==> src/rtl/rr_index_arbiter_pkg.sv <==
// Shared types and helpers for the round-robin index arbiter and its index consumers.
package rr_index_arbiter_pkg;

  typedef enum logic [0:0] {
    StIdle,
    StGrant
  } arb_state_e;

  // Index width for an n-way select; a single requester still gets a 1-bit index.
  function automatic int unsigned sel_width(input int unsigned n);
    return (n < 2) ? 1 : $clog2(n);
  endfunction

endpackage

==> src/rtl/rr_index_arbiter_pick.sv <==
// Combinational round-robin search: lowest set request at or above ptr, else lowest overall.
module rr_pick
  import rr_index_arbiter_pkg::*;
#(
  parameter int unsigned INPUT_WIDTH = 4,
  parameter int unsigned SEL_WIDTH   = sel_width(INPUT_WIDTH)
) (
  input  logic [INPUT_WIDTH-1:0] request_i,
  input  logic [SEL_WIDTH-1:0]   ptr_i,
  output logic [SEL_WIDTH-1:0]   winner_o,
  output logic                   any_valid_o
);

  logic [INPUT_WIDTH-1:0] masked;
  logic                   masked_hit;

  always_comb begin
    masked     = '0;
    masked_hit = 1'b0;
    winner_o   = '0;
    for (int i = 0; i < int'(INPUT_WIDTH); i++) begin
      masked[i] = request_i[i] && (i >= int'(ptr_i));
    end
    // Descending scan so the lowest matching index is the last assignment.
    for (int i = int'(INPUT_WIDTH) - 1; i >= 0; i--) begin
      if (masked[i]) begin
        winner_o   = SEL_WIDTH'(unsigned'(i));
        masked_hit = 1'b1;
      end
    end
    if (!masked_hit) begin
      for (int i = int'(INPUT_WIDTH) - 1; i >= 0; i--) begin
        if (request_i[i]) begin
          winner_o = SEL_WIDTH'(unsigned'(i));
        end
      end
    end
  end

  assign any_valid_o = |request_i;

endmodule

==> src/rtl/rr_index_arbiter.sv <==
// Round-robin arbiter emitting a registered binary winner index; grants are held until done_i.
module rr_index_arbiter
  import rr_index_arbiter_pkg::*;
#(
  parameter int unsigned INPUT_WIDTH = 4,
  parameter int unsigned SEL_WIDTH   = sel_width(INPUT_WIDTH)
) (
  input  logic                   clk_i,
  input  logic                   rst_i,
  input  logic                   enable_i,
  input  logic [INPUT_WIDTH-1:0] request_i,
  input  logic                   done_i,
  output logic [SEL_WIDTH-1:0]   select_o,
  output logic                   valid_o
);

  localparam logic [SEL_WIDTH-1:0] LastIdx = SEL_WIDTH'(INPUT_WIDTH - 1);

  arb_state_e           state_q;
  logic [SEL_WIDTH-1:0] select_q;
  logic                 valid_q;
  logic [SEL_WIDTH-1:0] ptr_q;
  logic [SEL_WIDTH-1:0] ptr_next;
  logic [SEL_WIDTH-1:0] pick_ptr;
  logic [SEL_WIDTH-1:0] winner;
  logic                 any_valid;

  assign ptr_next = (select_q == LastIdx) ? '0 : select_q + 1'b1;
  // While a grant is active the only arbitration that matters is the one on done_i,
  // which must already use the advanced pointer.
  assign pick_ptr = (state_q == StGrant) ? ptr_next : ptr_q;

  rr_pick #(
    .INPUT_WIDTH(INPUT_WIDTH),
    .SEL_WIDTH  (SEL_WIDTH)
  ) u_pick (
    .request_i  (request_i),
    .ptr_i      (pick_ptr),
    .winner_o   (winner),
    .any_valid_o(any_valid)
  );

  always_ff @(posedge clk_i) begin
    if (rst_i) begin
      state_q  <= StIdle;
      select_q <= '0;
      valid_q  <= 1'b0;
      ptr_q    <= '0;
    end else begin
      case (state_q)
        StIdle: begin
          if (enable_i && any_valid) begin
            select_q <= winner;
            valid_q  <= 1'b1;
            state_q  <= StGrant;
          end
        end
        StGrant: begin
          if (done_i) begin
            ptr_q <= ptr_next;
            if (enable_i && any_valid) begin
              select_q <= winner;
            end else begin
              valid_q <= 1'b0;
              state_q <= StIdle;
            end
          end
        end
        default: begin
          state_q <= StIdle;
          valid_q <= 1'b0;
        end
      endcase
    end
  end

  assign select_o = select_q;
  assign valid_o  = valid_q;

endmodule

==> config.mk <==
export PLATFORM = sky130hd
export DESIGN_NAME = rr_index_arbiter
export DESIGN_NICKNAME = d
export VERILOG_FILES = /design/src/rtl/rr_index_arbiter_pkg.sv /design/src/rtl/rr_index_arbiter_pick.sv /design/src/rtl/rr_index_arbiter.sv
export SDC_FILE = /design/constraint.sdc
export NUM_CORES = 1
export LEC_CHECK = 0
export ABC_AREA = 1
export CAP_MARGIN = 10
export CORE_AREA = 2 2 39 41
export DETAILED_ROUTE_END_ITERATION = 10
export DIE_AREA = 0 0 41 43
export PLACE_DENSITY = 0.64
export SETUP_SLACK_MARGIN = 0.2
export SYNTH_ARGS = -nofsm -noshare
export SYNTH_HDL_FRONTEND = slang
export SYNTH_HIERARCHICAL = 1
export SYNTH_SLANG_ARGS = --single-unit
==> constraint.sdc <==
create_clock -name clk_i -period 2 [get_ports clk_i]
set_clock_uncertainty 0.15 [all_clocks]
set_input_delay 0.4 -clock clk_i [delete_from_list [all_inputs] [get_ports clk_i]]
set_output_delay 0.4 -clock clk_i [all_outputs]
set_load 0.02 [all_outputs]
Word level (Yosys, flattened, before mapping)
Index checks and enable logic that the tools add are counted.

operators by class
  order comparisons = 3
  bitwise gates (word level) = 1
  eq/ne operators = 4
  muxes and demuxes = 25
  reduce and logical (&&, ||, !) cells = 7
  add/subtract/negate cells = 1

operators by type and width
  operator                                                          count
  2-to-1 mux 2 bit                                                  13
  2-to-1 mux 1 bit                                                  9
  != test 2 bit, second input constant                              3
  greater-or-equal comparator 1 x 2 -> 1 bit, first input constant  2
  logical AND 1 bit                                                 4
  one-hot mux 1 bit (2 select lines)                                2
  one-hot mux 2 bit (2 select lines)                                1
  OR reduction 4 bit                                                1
  AND reduction 3 bit                                               1
  adder 2 x 1 -> 2 bit, second input constant                       1
  equality test 2 bit, second input constant                        1
  greater-or-equal comparator 2 bit, first input constant           1
  AND reduction 2 bit                                               1
  inverter 1 bit                                                    1

word-level totals
  bits in registers = 6
  output and inout bits = 3

Longest topological paths before layout
Gate-level depths: netlist (run 1).

  word-level depth = 16
  depth in mapped cells = 18
  depth with buffers taken out = 18

Hierarchy
The synthesis (run 1) kept the hierarchy.

by module, submodules not included
  module            area each (um^2)  cells an instance  sequential area each (um^2)  times used
  rr_index_arbiter  274.0             40                 120.1                        1
  rr_pick           100.1             24                 0.0                          1

Least setup slack after synthesis (run 1)
Ideal clock, no wire load.

  path kind = flip-flop to flip-flop
  start point = register select_q[0], in the netlist select_o[0]
  end point = register select_q[0], in the netlist select_o[0]
  setup time = 0.064 ns
  stages on the path, launching flop included = 16
  clock period less this slack = 1.893 ns
  arrival = 1.679 ns
  path buffers = 0
  setup slack = 0.107 ns
  cells stage by stage = dfxtp_1 ha_1 nand2_1 o21ai_0 or2_1 nand2_1 nand2_1 nand2_1 nand2_1 nand2_1 nand2_1 nand2_1 inv_1 nand3_1 nand2_1 nor2_1

on the way
  longest elaborated chain between the ends = 16
  elaborated cells on any way between the ends = 24
  classes of those cells = add/sub: 1; order compare: 3; eq/ne: 1; mux: 16; reduce/logical: 3

RTL lines
  what                                                         line                                            source
  start, declared                                              rr_index_arbiter.sv:20                          logic [SEL_WIDTH-1:0] select_q;
  start signal, assigned                                       rr_index_arbiter.sv:53                          select_q <= winner;
  start signal, assigned                                       rr_index_arbiter.sv:62                          select_q <= winner;
  adder 2 x 1 -> 2 bit or equality test 2 bit (tied branches)  rr_index_arbiter.sv:28                          assign ptr_next = (select_q == LastIdx) ? '0 : select_q + 1'b1;
  2-to-1 mux 2 bit (*)                                         rr_index_arbiter.sv:28
  via ptr_next[1]                                              rr_index_arbiter.sv:23                          logic [SEL_WIDTH-1:0] ptr_next;
  2-to-1 mux 2 bit (*)                                         rr_index_arbiter.sv:31                          assign pick_ptr = (state_q == StGrant) ? ptr_next : ptr_q;
  via pick_ptr[1]                                              rr_index_arbiter.sv:24                          logic [SEL_WIDTH-1:0] pick_ptr;
  greater-or-equal comparator 2 bit                            rr_index_arbiter_pick.sv:22                     masked[i] = request_i[i] && (i >= int'(ptr_i));
  logical AND 1 bit                                            rr_index_arbiter_pick.sv:22
  2-to-1 mux 2 bit (3 in series)                               rr_index_arbiter_pick.sv:26                     if (masked[i]) begin
  2-to-1 mux 2 bit (4 in series)                               rr_index_arbiter_pick.sv:33                     if (request_i[i]) begin
  2-to-1 mux 2 bit (*)                                         rr_index_arbiter_pick.sv:31                     if (!masked_hit) begin
  via winner[0]                                                rr_index_arbiter.sv:25                          logic [SEL_WIDTH-1:0] winner;
  2-to-1 mux 2 bit (*)                                         rr_index_arbiter.sv:52, rr_index_arbiter.sv:61
  2-to-1 mux 2 bit                                             rr_index_arbiter.sv:59                          if (done_i) begin
  one-hot mux 2 bit (2 select lines) (*)                       rr_index_arbiter.sv:50                          case (state_q)

The timed path passes the listed nets; every way through them passes the cells marked *. The select of a mux whose other input is x is not followed.
A chain may end at the register's enable or synchronous reset.

Final worst setup path (run 1)
  start point = register select_q[1], in the netlist select_o[1]
  end point = register select_q[0], in the netlist select_o[0]

The elaborated chain is that of the path after synthesis.

==> flow_summary.ini, run 1 <==
[route]
wire_per_inst_um = 8.07
drcViolationCount = 0
first_pass_iters = 4
drtIter0Drc = 3
viasPerCell = 4.35
wl_um = 775
detail-route-antenna-nets = 0
vias = 418

[cts]
clock_latency_ns = 0.24
cts.sinks = 6
max-clock-path-buffers = 2
cts_tree = done
ctsHoldBuffers = 0
htree_levels = 1
clock-root-buffer = clkbuf_4
cts.clk_slew.worst_paths_ns = 0.04
cts_buffers = 3

[cells_and_area]
stdcell_count = 96
insertedDiodeCount = 0
nets = 91
postLayoutCoreUtil_pct = 41.2
synthToLayoutAreaGrowth_pct = 52.5
drive_gt1_share_pct = 17.5

[placed_design]
placed_cells = 92
gp_congestion = 0.806
dp_slack_ns = -0.00254
io_buffers = 10
hpwlAfterDp_um = 586

[timing]
max_freq_mhz = 565
fin_crit_sh_pct = 88.6
timing.final.hold_violations = 0
slew_headroom_pct = 80.9
fin_hold_ws_ns = 0.319
rsz0062_at_grt = true
tightest_slew_ns = 0.286
drv_slew = 0
setup_viol = 0
period_minus_slack_ns = 1.77
setup_slack_ns = 0.229

[setup_path]
path_max_fanout = 3
cp.required_ns = 2.02
rrSetupSlack_ns = 0.23
rr_worst_depth = 15
r2r-start = select_o[1]$_SDFFE_PP0P_
cp-start-kind = register
critPathKind = reg -> reg
crit_chain = ha_4 -> nand2_2 -> o21ai_2 -> or2_1 -> nand2_1 -> nand2_2 -> nand2_1 -> nand2_1 -> nand2_1 -> nand2_1 -> nand2_1 -> inv_1 -> nand3_1 -> nand2_1 -> nor2_1
slowest_delay_ns = 0.35
slowest_stage = dfxtp_4
r2r_end = select_o[0]$_SDFFE_PP0P_
crit_path_frequent_cell = nand2_1
critPathArrivalTime_ns = 1.79
end_kind = register

[floorplan]
initial_utilization_pct = 27.0
rows = 14
die_x_um = 41
fp.dieH_um = 43
die_area_mm2 = 0.00176
ioPinCount = 11
core_region_area_mm2 = 0.00138

[global_routing]
track_usage_pct = 10.8
grt_pass1_wl_mm = 1.21
grt_pass1_vias = 330
overflow = 0
grt_start_max_net_pins = 8
antenna_found_initial = 0

[synthesis]
ys_seq_area_share_pct = 32.1
ys_seq_elements = 6
syn_avg_cell_area_um2 = 5.85
yosys.cell_types.count = 13
synthCells = 64
synth_warnings = 6
syn_area_um2 = 374
synth_fp_nets = 73

[power]
p_leak_uw = 0.000275
power.density_mw_per_mm2 = 622
total_power_uw = 355
max-vdd-ir-drop_v = 0.000352

[hold_path]
min_path_cells = 2
min_from = ptr_q[1]$_SDFFE_PP0P_
holdPathEnd = ptr_q[1]$_SDFFE_PP0P_
hold_class = reg -> reg

[status]
run_status = complete, no violations

[run]
drv_cap = 0
[sequential cells by signal, summed over array words and instances, names as in the netlist]
register and flops:
state_q 1, select_o 2, ptr_q 2, valid_o 1
[cell type report]
cell class | count | area (µm²)
multi-input cells | 47 | 236
clock buffers | 3 | 22.5
well taps | 16 | 20.0
flip-flops and latches | 6 | 128
inverters | 11 | 41.3
fillers | 155 | 813
repair buffers | 13 | 123
[per-stage QoR]
step | instance area (µm²) | setup TNS [ns]
3_3_place_gp | 512 | -0.00589
4_1_cts | 563 | 0
6_report | 571 | 0
3_5_place_dp | 512 | -0.00254
5_1_grt | 571 | 0
2_1_floorplan | 377 | 0
[worst max-delay path, delay by kind of cell, from the launching register on]
kind | cells | cell delay (ns)
adders and majority gates | 1 | 0.24
AOI/OAI and AO/OA | 1 | 0.06
DFF | 1 | 0.35
and+or+nand+nor | 12 | 0.86
buffers and inverters | 1 | 0.04
[cell families after synthesis]
group	synth area share [%]
simple gates	38.1
compound gates	15.4
buf+inv	11.0
flops	32.1
fa+ha+maj	3.34
[synth_stat cells]
library cell  number  area, µm²
or2_1              1       6.26
nor2_1             6       22.5
nand2_1           22       82.6
nor3_1             2       10.0
inv_1             11       41.3
o21ai_0            2       10.0
o21bai_1           1       7.51
a21oi_1            6       30.0
dfxtp_1            6        120
nand3_1            3       15.0
o21ai_1            2       10.0
ha_1               1       12.5
nand2_2            1       6.26
[layer usage]
metal	GRT usage [%]	share of wire [%]	up-vias	wire length [µm]
met3	1.57	9.3	4	72
met5	0	0	-	0
met2	13.1	40	17	310
li1	-	-	233	-
met1	13.2	46	164	359
met4	14.0	4.1	0	32
[worst max path at each step]
stage / to / slack [ns] / start / cells past startpoint
floorplan: select_o[0]$_SDFFE_PP0P_ / 0.21 / select_o[0]$_SDFFE_PP0P_ / 15
global placement: select_o[0]$_SDFFE_PP0P_ / -0.006 / request_i[1] / 14
detailed placement: select_o[0]$_SDFFE_PP0P_ / -0.003 / request_i[1] / 14
CTS: select_o[0]$_SDFFE_PP0P_ / 0.20 / select_o[0]$_SDFFE_PP0P_ / 18
global route: select_o[0]$_SDFFE_PP0P_ / 0.12 / select_o[0]$_SDFFE_PP0P_ / 17
finish: select_o[0]$_SDFFE_PP0P_ / 0.23 / select_o[1]$_SDFFE_PP0P_ / 15
[what timing repair did]
action	in CTS	in global routing
buffers inserted	1	0
pin swaps	4	5
setup endpoints to repair	1	2
gates resized for setup	5	3
[report_power, final]
part	switching [µW]	internal (µW)
clock	38.5	67.5
combinational	52.8	55.9
sequential	10.5	130
total	102	253
[layout by cell type (no fill, tap or decap), types with 3 or more instances in the layout]
| master | n |
|---|---|
| inv_1 | 11 |
| nor2_1 | 5 |
| nand3_1 | 3 |
| a21oi_1 | 6 |
| clkdlybuf4s50_1 | 10 |
| nand2_1 | 20 |
| buf_4 | 3 |
| dfxtp_1 | 4 |
| clkbuf_4 | 3 |
| nand2_2 | 3 |
Note: power is estimated with default switching activity, not from simulation.
==> run 2, diff against run 1 <==
- clock period: 2 -> 1.9 ns (I/O delays scaled with it)
==> run 2 against run 1 <==
Register-to-register slack got worse by 0.07 ns. Global-route usage increased by 0.22 points. Clock power increased by 21%. Total power increased by 9.3%. Critical path depth unchanged. Cell area increased by 1.5%. Critical endpoint unchanged. Largest cell class unchanged. Largest power group unchanged. Highest routed layer unchanged.
==> flow_summary.ini, run 2 (same netlist as run 1, synthesis figures left out) <==
[timing]
finalSetupTns_ns = 0
fin_hold_ws_ns = 0.321
setup_viol = 0
timing.final.hold_violations = 0
period_minus_slack_ns = 1.74
tightest_slew_ns = 0.197
drv_slew = 0
max_freq_mhz = 573
fin_crit_sh_pct = 91.8
rsz0062_at_grt = true
slew_headroom_pct = 86.8
setup_slack_ns = 0.156

[placed_design]
hpwlAfterDp_um = 620
gp_congestion = 0.761
io_buffers = 10
dp_slack_ns = -0.0751

[power]
p_int_uw = 273
combPwrFrac_pct = 29.1
p_leak_uw = 0.000289
p_sw_share_pct = 29.7
total_power_uw = 388
max-vdd-ir-drop_v = 0.000380
power.density_mw_per_mm2 = 670
power_frac_seq_pct = 37.8
power_frac_clock_pct = 33.1
p_switching_uw = 115

[cells_and_area]
layout_commonest_cell = nand2_1
synthToLayoutAreaGrowth_pct = 54.8
final_cell_mix = nand2_1, inv_1, clkdlybuf4s50_1, a21oi_1, nor2_1
insertedDiodeCount = 0
postLayoutCoreUtil_pct = 41.9
fill_cells = 158
nets = 91
drive_gt1_share_pct = 19.8

[setup_path]
cp-start-kind = register
slowest_delay_ns = 0.35
end_kind = register
critPathArrivalTime_ns = 1.77
r2r_end = select_o[0]$_SDFFE_PP0P_
crit_path_frequent_cell = nand2_1
cp.required_ns = 1.93
rrSetupSlack_ns = 0.16
r2r-start = select_o[0]$_SDFFE_PP0P_
rr_worst_depth = 15
slowest_stage = dfxtp_4
crit_chain = ha_4 -> nand2_2 -> o21ai_2 -> or2_1 -> nand2_1 -> nand2_1 -> nand2_1 -> nand2_1 -> nand2_1 -> nand2_1 -> nand2_1 -> inv_1 -> nand3_1 -> nand2_1 -> nor2_1
path_max_fanout = 3
critPathKind = reg -> reg

[route]
wl_um = 775
first_pass_iters = 4
viasPerCell = 4.34
vias = 421
detail-route-antenna-nets = 0
drtIter0Drc = 6
wire_per_inst_um = 7.99
drcViolationCount = 0

[status]
run_status = complete, no violations

[floorplan]
ioPinCount = 11
fp.dieH_um = 43
initial_utilization_pct = 27.0
rows = 14
die_area_mm2 = 0.00176
core_region_area_mm2 = 0.00138
die_x_um = 41

[cts]
cts_buffers = 3
cts.sinks = 6
htree_levels = 1
ctsHoldBuffers = 0
max-clock-path-buffers = 2
cts_tree = done
clock_latency_ns = 0.24
clock-root-buffer = clkbuf_4
cts.clk_slew.worst_paths_ns = 0.05

[hold_path]
hold_class = reg -> reg
holdPathEnd = valid_o$_SDFFE_PP0P_
min_path_cells = 2
min_from = valid_o$_SDFFE_PP0P_

[run]
drv_cap = 0

[global_routing]
grt_start_max_net_pins = 8
overflow = 0
track_usage_pct = 11.0
grt_pass1_wl_mm = 1.30
grt_pass1_vias = 365
antenna_found_initial = 0
-- run 2: critical path, delay by kind of cell, from the launching register on --
family,cells,cell delay [ns]
simple gates,12,0.84
flops,1,0.35
compound gates,1,0.06
buf+inv,1,0.04
fa+ha+maj,1,0.24
-- run 2: area by class of cell --
class	instances	area [µm²]	share of cell area [%]
Clock buffer	4	26.3	4.54
Inverter	11	41.3	7.13
Tap cell	16	20.0	3.46
Timing Repair Buffer	13	119	20.5
Multi-Input combinational cell	47	244	42.1
Sequential cell	6	129	22.2
-- run 2: timing repair --
item                                    in CTS  in global routing
gates resized for setup                      6                  4
pin swaps                                    1                  3
buffers inserted                             1                  0
endpoints found under the setup margin       4                  2
-- run 2: power by group through the flow --
| stage | Sequential, µW | Combinational, µW | Clock [µW] |
|---|---|---|---|
| final | 147 | 113 | 128 |
| after global routing | 148 | 127 | 141 |
| after CTS | 146 | 110 | 134 |
| after detailed placement | 149 | 106 | 0 |
| after global placement | 149 | 107 | 0 |
| after floorplan | 155 | 56.0 | 0 |
-- run 2: per-layer routing --
metal / vias to the layer above / global-route usage [%] / wire, µm
met5: - / 0 / 0
met4: 0 / 6.00 / 19
met3: 3 / 3.14 / 42
met2: 9 / 16.3 / 342
met1: 178 / 13.6 / 370
li1: 231 / - / -
-- run 2: worst max-delay path by stage --
stage | start | endpoint | slack [ns] | depth (start not counted)
finish | select_o[0]$_SDFFE_PP0P_ | select_o[0]$_SDFFE_PP0P_ | 0.16 | 15
global route | select_o[1]$_SDFFE_PP0P_ | select_o[0]$_SDFFE_PP0P_ | -0.02 | 17
CTS | select_o[0]$_SDFFE_PP0P_ | select_o[0]$_SDFFE_PP0P_ | 0.10 | 15
detailed placement | request_i[1] | select_o[0]$_SDFFE_PP0P_ | -0.08 | 14
global placement | request_i[1] | select_o[0]$_SDFFE_PP0P_ | -0.08 | 14
floorplan | select_o[0]$_SDFFE_PP0P_ | select_o[0]$_SDFFE_PP0P_ | 0.21 | 15
-- run 2: per-stage QoR --
| step | area [µm²] | cells |
|---|---|---|
| 6_report | 579 | 97 |
| 5_1_grt | 579 | 97 |
| 4_1_cts | 568 | 97 |
| 3_5_place_dp | 529 | 92 |
| 3_3_place_gp | 529 | 92 |
| 2_1_floorplan | 394 | 64 |
